**config.mk**
```make
export PLATFORM = sky130hd
export DESIGN_NAME = uart_bridge_param
export DESIGN_NICKNAME = d
export VERILOG_FILES = /design/src/rtl/uart_bridge_param.sv
export SDC_FILE = /design/constraint.sdc
export NUM_CORES = 1
export LEC_CHECK = 0
export ABC_AREA = 1
export BUFFER_PORTS_ARGS = -buffer_cell sky130_fd_sc_hd__buf_2
export CORE_MARGIN = 5
export CORE_UTILIZATION = 60
export DETAILED_ROUTE_END_ITERATION = 16
export PLACE_DENSITY = 0.78
export REMOVE_ABC_BUFFERS = 1
export SLEW_MARGIN = 20
export SYNTH_ARGS = -nofsm -noshare
export SYNTH_HDL_FRONTEND = slang
export SYNTH_SLANG_ARGS = --single-unit
```
**constraint.sdc**
```tcl
create_clock -name clk -period 5.7 [get_ports clk]
set_input_delay 0.285 -clock clk [delete_from_list [all_inputs] [get_ports clk]]
set_output_delay 0.285 -clock clk [all_outputs]
set_load 0.005 [all_outputs]
```
**src/rtl/uart_bridge_param.sv**
```systemverilog
// uart_bridge_param: UART-to-UART bridge that buffers received frames in a FIFO and retransmits them.
// Ports: clk/rst (sync, active-high); rx serial in; tx serial out; rx_div/tx_div clocks per bit (minimum 4);
//        par_mode 00 none / 01 even / 10 odd / 11 none; clr_err clears the sticky flags;
//        fifo_level occupancy; overflow/frame_err/parity_err sticky error flags.
// Optional: UART_CTS_EN adds cts_n (active-low clear-to-send) that gates the start of each tx frame.
module uart_bridge_param #(
  parameter int DW = 8,
  parameter int DEPTH = 64,
  parameter int AW = $clog2(DEPTH),
  parameter int DIV_W = 16
) (
  input  logic             clk,
  input  logic             rst,
  input  logic             rx,
  output logic             tx,
  input  logic [DIV_W-1:0] rx_div,
  input  logic [DIV_W-1:0] tx_div,
  input  logic [1:0]       par_mode,
  input  logic             clr_err,
`ifdef UART_CTS_EN
  input  logic             cts_n,
`endif
  output logic [AW:0]      fifo_level,
  output logic             overflow,
  output logic             frame_err,
  output logic             parity_err
);
  localparam int BW = $clog2(DW);
  typedef enum logic [2:0] {R_IDLE, R_START, R_DATA, R_PAR, R_STOP} rx_state_t;
  typedef enum logic [2:0] {T_IDLE, T_LOAD, T_START, T_DATA, T_PAR, T_STOP} tx_state_t;
  rx_state_t rstate, r_next;
  tx_state_t tstate, t_next;
  logic rx_meta, rx_sync, rx_prev;
  logic [DIV_W-1:0] rx_eff, tx_eff, rcnt, rdiv, tcnt, tdiv;
  logic [BW-1:0] rbit, tbit;
  logic [DW-1:0] rsh, tword;
  logic [DW-1:0] mem [DEPTH];
  logic [AW:0] wptr, rptr;
  logic par_en, par_odd, r_tick, t_tick, rpar_bad, push, pop, set_fe, set_pe;
  logic full, empty, do_push, do_pop, ovf_set, can_pop, cts_ok, tx_bit;
  assign par_en = (par_mode == 2'b01) || (par_mode == 2'b10);
  assign par_odd = par_mode == 2'b10;
  assign rx_eff = (rx_div < DIV_W'(4)) ? DIV_W'(4) : rx_div;
  assign tx_eff = (tx_div < DIV_W'(4)) ? DIV_W'(4) : tx_div;
  assign r_tick = rcnt <= DIV_W'(1);
  assign t_tick = tcnt <= DIV_W'(1);
`ifdef UART_CTS_EN
  logic cts_meta, cts_sync;
  always_ff @(posedge clk) begin
    cts_meta <= rst ? 1'b1 : cts_n;
    cts_sync <= rst ? 1'b1 : cts_meta;
  end
  assign cts_ok = ~cts_sync;
`else
  assign cts_ok = 1'b1;
`endif
  always_comb begin
    r_next = rstate;
    push = 1'b0;
    set_fe = 1'b0;
    set_pe = 1'b0;
    case (rstate)
      R_IDLE: r_next = (rx_prev & ~rx_sync) ? R_START : R_IDLE;
      R_START: r_next = r_tick ? (rx_sync ? R_IDLE : R_DATA) : R_START;
      R_DATA: r_next = (r_tick && rbit == BW'(DW-1)) ? (par_en ? R_PAR : R_STOP) : R_DATA;
      R_PAR: begin
        r_next = r_tick ? R_STOP : R_PAR;
        set_pe = r_tick && ((^rsh ^ rx_sync) != par_odd);
      end
      R_STOP: begin
        r_next = r_tick ? R_IDLE : R_STOP;
        set_fe = r_tick & ~rx_sync;
        push = r_tick & rx_sync & ~rpar_bad;
      end
      default: r_next = R_IDLE;
    endcase
  end
  always_ff @(posedge clk) begin
    if (rst) begin
      {rx_meta, rx_sync, rx_prev} <= 3'b111;
      rstate <= R_IDLE;
      rcnt <= '0;
      rdiv <= DIV_W'(4);
      rbit <= '0;
      rsh <= '0;
      rpar_bad <= 1'b0;
    end else begin
      {rx_meta, rx_sync, rx_prev} <= {rx, rx_meta, rx_sync};
      rstate <= r_next;
      rdiv <= (rstate == R_IDLE) ? rx_eff : rdiv;
      rcnt <= (rstate == R_IDLE) ? rx_eff >> 1 : r_tick ? rdiv : rcnt - DIV_W'(1);
      rbit <= (rstate == R_DATA) ? rbit + BW'(r_tick) : '0;
      rsh <= (rstate == R_DATA && r_tick) ? {rx_sync, rsh[DW-1:1]} : rsh;
      rpar_bad <= (rstate == R_IDLE) ? 1'b0 : rpar_bad | set_pe;
    end
  end
  assign empty = wptr == rptr;
  assign full = (wptr[AW-1:0] == rptr[AW-1:0]) && (wptr[AW] != rptr[AW]);
  assign do_pop = pop & ~empty;
  assign do_push = push & (~full | do_pop);
  assign ovf_set = push & full & ~do_pop;
  always_ff @(posedge clk) begin
    if (do_push) mem[wptr[AW-1:0]] <= rsh;
  end
  always_ff @(posedge clk) begin
    if (rst) begin
      wptr <= '0;
      rptr <= '0;
      fifo_level <= '0;
      tword <= '0;
    end else begin
      wptr <= wptr + (AW+1)'(do_push);
      rptr <= rptr + (AW+1)'(do_pop);
      fifo_level <= fifo_level + (AW+1)'(do_push) - (AW+1)'(do_pop);
      tword <= do_pop ? mem[rptr[AW-1:0]] : tword;
    end
  end
  assign can_pop = ~empty & cts_ok;
  // Leaving STOP one cycle early into LOAD keeps back-to-back frames free of any gap.
  always_comb begin
    t_next = tstate;
    pop = 1'b0;
    case (tstate)
      T_IDLE: begin
        pop = can_pop;
        t_next = can_pop ? T_LOAD : T_IDLE;
      end
      T_LOAD: t_next = T_START;
      T_START: t_next = t_tick ? T_DATA : T_START;
      T_DATA: t_next = (t_tick && tbit == BW'(DW-1)) ? (par_en ? T_PAR : T_STOP) : T_DATA;
      T_PAR: t_next = t_tick ? T_STOP : T_PAR;
      T_STOP: begin
        pop = can_pop && tcnt <= DIV_W'(2);
        t_next = pop ? T_LOAD : t_tick ? T_IDLE : T_STOP;
      end
      default: t_next = T_IDLE;
    endcase
  end
  assign tx_bit = (tstate == T_START) ? 1'b0 : (tstate == T_DATA) ? tword[tbit] :
                  (tstate == T_PAR) ? (^tword ^ par_odd) : 1'b1;
  always_ff @(posedge clk) begin
    if (rst) begin
      tstate <= T_IDLE;
      tcnt <= '0;
      tdiv <= DIV_W'(4);
      tbit <= '0;
      tx <= 1'b1;
      overflow <= 1'b0;
      frame_err <= 1'b0;
      parity_err <= 1'b0;
    end else begin
      tstate <= t_next;
      tdiv <= (tstate == T_LOAD) ? tx_eff : tdiv;
      tcnt <= (tstate == T_LOAD) ? tx_eff : t_tick ? tdiv : tcnt - DIV_W'(1);
      tbit <= (tstate == T_DATA) ? tbit + BW'(t_tick) : '0;
      tx <= tx_bit;
      overflow <= ovf_set | (overflow & ~clr_err);
      frame_err <= set_fe | (frame_err & ~clr_err);
      parity_err <= set_pe | (parity_err & ~clr_err);
    end
  end
endmodule

```
==> qor.txt <==
status = completed
initial antenna violation count = 2
Final #Nets = 3038
crit-path max FO = 85
placed cells = 3488
Via density = 5.615
Slowest cell on crit path = dfxtp_4
routed vias = 20420
crit-path max cell delay = 1.04 ns
Layout area overhead = 10.96%
Arr. time, crit path = 4.38 ns
pin count of the biggest net entering global routing = 207
die height = 225.8 um
Max-Cap Viols = 0
total track usage = 0.2545
RR Startpoint = rptr[1]
Least-Margin Pin Slew = 1.221 ns
Wirelength per Cell = 17.95 um
most common library cells after synthesis = nand2_1, edfxtp_1, nor2_1
crit share post-route = 0.6773
Worst Hold Launch = rx_div[5]
# DRC = 0
cell area after synthesis = 27940 um^2
CP required = 6.22 ns
Die ar. = 50970 um^2
routability cong. = 0.9220
# rows = 79
Worst Setup End Kind = flip-flop
Clk Latency, worst-skew pair = 0.61 ns
HP Class = in2reg
Final Max Slew Viols = 0
main area contributors after synthesis = edfxtp_1, nand2_1, dfxtp_1
CTS tree = done
TritonCTS Buffers = 66
Synth Register Bits = 633
CP Class = reg2reg
Mapped Avg Cell Area = 9.495 um^2
top-area cell type share of the netlist area = 0.5504
share of layout cells above drive strength 1 = 0.06570
async set-or-reset flop fraction in the synthesized netlist = 0
Syn Inst Count = 2942
area taken by multi-input logic gates = 8288 um^2
drt pass-1 iters = 6
Non-Filler Instances = 3636
r2r endpoint = fifo_level[6]
min Tclk post-route = 3.861 ns
Final setup viols = 0
max_slew headroom = 0.1857
initial cell density of the core = 0.6039
RSZ-0062 raised after global routing = no
register area = 17810 um^2
H-tree levels = 3
IO Count = 49
LEAKAGE = 12.48 nW
WL final = 65.27 mm
FILL cells = 3392
first-pass GRT wire length = 101.9 mm
Critical Path, Cell by Cell = xnor2_1 -> nand2_1 -> nor2_2 -> nand2_1 -> nor2_1 -> nand3_4 -> nand2_1 -> ha_1 -> inv_1 -> ha_1 -> fa_1 -> nand3_1 -> nand3_1 -> a21oi_1 -> nor2_1 -> nor2_1 -> o21ai_0 -> a21oi_1
synth unique cells = 41
register area share after synthesis = 0.6371
Worst-path clk slew = 0.06 ns
grt ovf = 0
Core ar. = 46260 um^2
clock sink count = 633
Pwr Total = 10.87 mW
Reg2Reg Depth = 18
final hold viol count = 0
Final ANT Viol Nets = 0
Final HPWL DP = 38.05 mm
critical path launch point type = flip-flop
reg-to-reg slack, setup = 1.84 ns
Peak VDD IR = 0.2496 mV
Primary FF master, synth = edfxtp_1
Worst Hold Endpoint = rdiv[5]
CTS max path bufs = 3
CTS Root Buffer Type = clkbuf_16
number of flops mapped to enable cells by yosys = 512
top-count cell post-synth = nand2_1
cts repair resizes = 0
I/O Buffers = 48
# Post-CTS Setup Buffers = 0
Die Wd = 225.8 um
Worst Clk Skew = 0.03509 ns
Iteration-0 DRC Markers = 2351
Diodes inserted = 0
YS warnings = 0
vias in the first global route = 19450
Synth area leader = edfxtp_1
Fmax = 0.2590 GHz
# hold bufs at CTS = 29
pwr/cell area = 350.5 nW/um^2
hold path depth = 3
fin util = 0.6701
-- worst max-delay path: cells and delay by family (launching register included) --
kind,cells,cell delay [ns]
AOI/OAI and AO/OA,3,0.39
xor gates and xnor gates,1,0.19
adders and majority gates,3,0.74
buffers and inverters,1,0.04
DFF,1,1.04
and+or+nand+nor,10,1.37
-- stage by stage --
stage,TNS (ns),setup slack [ns],area [um^2],hold WS [ns]
global placement,0,1.936,28580,0.3918
detailed placement,0,1.911,28580,0.4022
finish,0,1.839,31000,0.03582
global route,0,1.438,31000,0.03203
floorplan,-302.32,-3.709,27410,0.3541
CTS,0,1.872,31000,0.004151
-- power breakdown --
group          internal, mW  switching [mW]  total [mW]
sequential             5.03           0.111        5.14
clock                  2.49            1.74        4.23
combinational         0.499           0.996        1.49
-- layer usage --
layer | vias up | share of wire | track usage
li1 | 9684 | - | -
met1 | 9658 | 0.40 | 0.3397
met2 | 918 | 0.48 | 0.4172
met3 | 153 | 0.087 | 0.05083
met4 | 2 | 0.034 | 0.09742
met5 | - | 0.00028 | 0
-- placed cells by master, fill, tap and decap left out, types with 4 or more instances in the layout --
cell           netlist  layout
a211oi_1             5       5
a21oi_1             70      70
buf_2               32      48
buf_4                1      16
bufinv_16            0       6
clkbuf_1            59      10
clkbuf_16            0      67
clkbuf_8             0       4
clkinv_1             6      21
clkinv_2             0      10
dfxtp_1            121     111
dfxtp_2              0       8
dlygate4sd3_1        0      29
edfxtp_1           512     512
ha_1                21      21
inv_1              344     343
inv_2                4       4
inv_6                0       6
nand2_1            838     838
nand3_1            292     292
nand4_1              7       7
nand4_4              8       8
nor2_1             353     352
nor2_2               3       4
nor3_1              14      14
o211ai_1             6       6
o21ai_0            129     129
o22ai_1             12      12
xnor2_1             24      24
xor2_1              17      17
-- state kept, by name, indices dropped and copies added (netlist names), 8 cells and up --
name and cells:
tdiv 16, tword 8, rcnt 16, mem 512
rdiv 16, tcnt 16, rsh 8
-- worst max path at each step --
| stage | start | end | slack [ns] |
|---|---|---|---|
| floorplan | rptr[0] | tword[0] | -3.71 |
| global placement | rptr[1] | fifo_level[6] | 1.94 |
| detailed placement | rptr[1] | fifo_level[6] | 1.91 |
| CTS | rptr[1] | fifo_level[6] | 1.87 |
| global route | rptr[1] | fifo_level[6] | 1.44 |
| finish | rptr[1] | fifo_level[6] | 1.84 |
-- area by class of cell --
class,instances,share of cell area
clock inverters,38,0.01171
inverters,354,0.04303
multi-input cells,1829,0.2674
clock buffers,81,0.05707
flip-flops and latches,633,0.5747
well taps,607,0.02450
repair buffers,94,0.02163
-- cells by family after synthesis --
logic type                 Yosys count  share of synthesized area
adders and majority gates           22                    0.01012
xor gates and xnor gates            41                    0.01285
AOI/OAI and AO/OA                  231                    0.04389
and+or+nand+nor                   1535                     0.2297
DFF                                633                     0.6371
buffers and inverters              480                    0.06633
No activity file was read; power rests on OpenSTA's default activity.
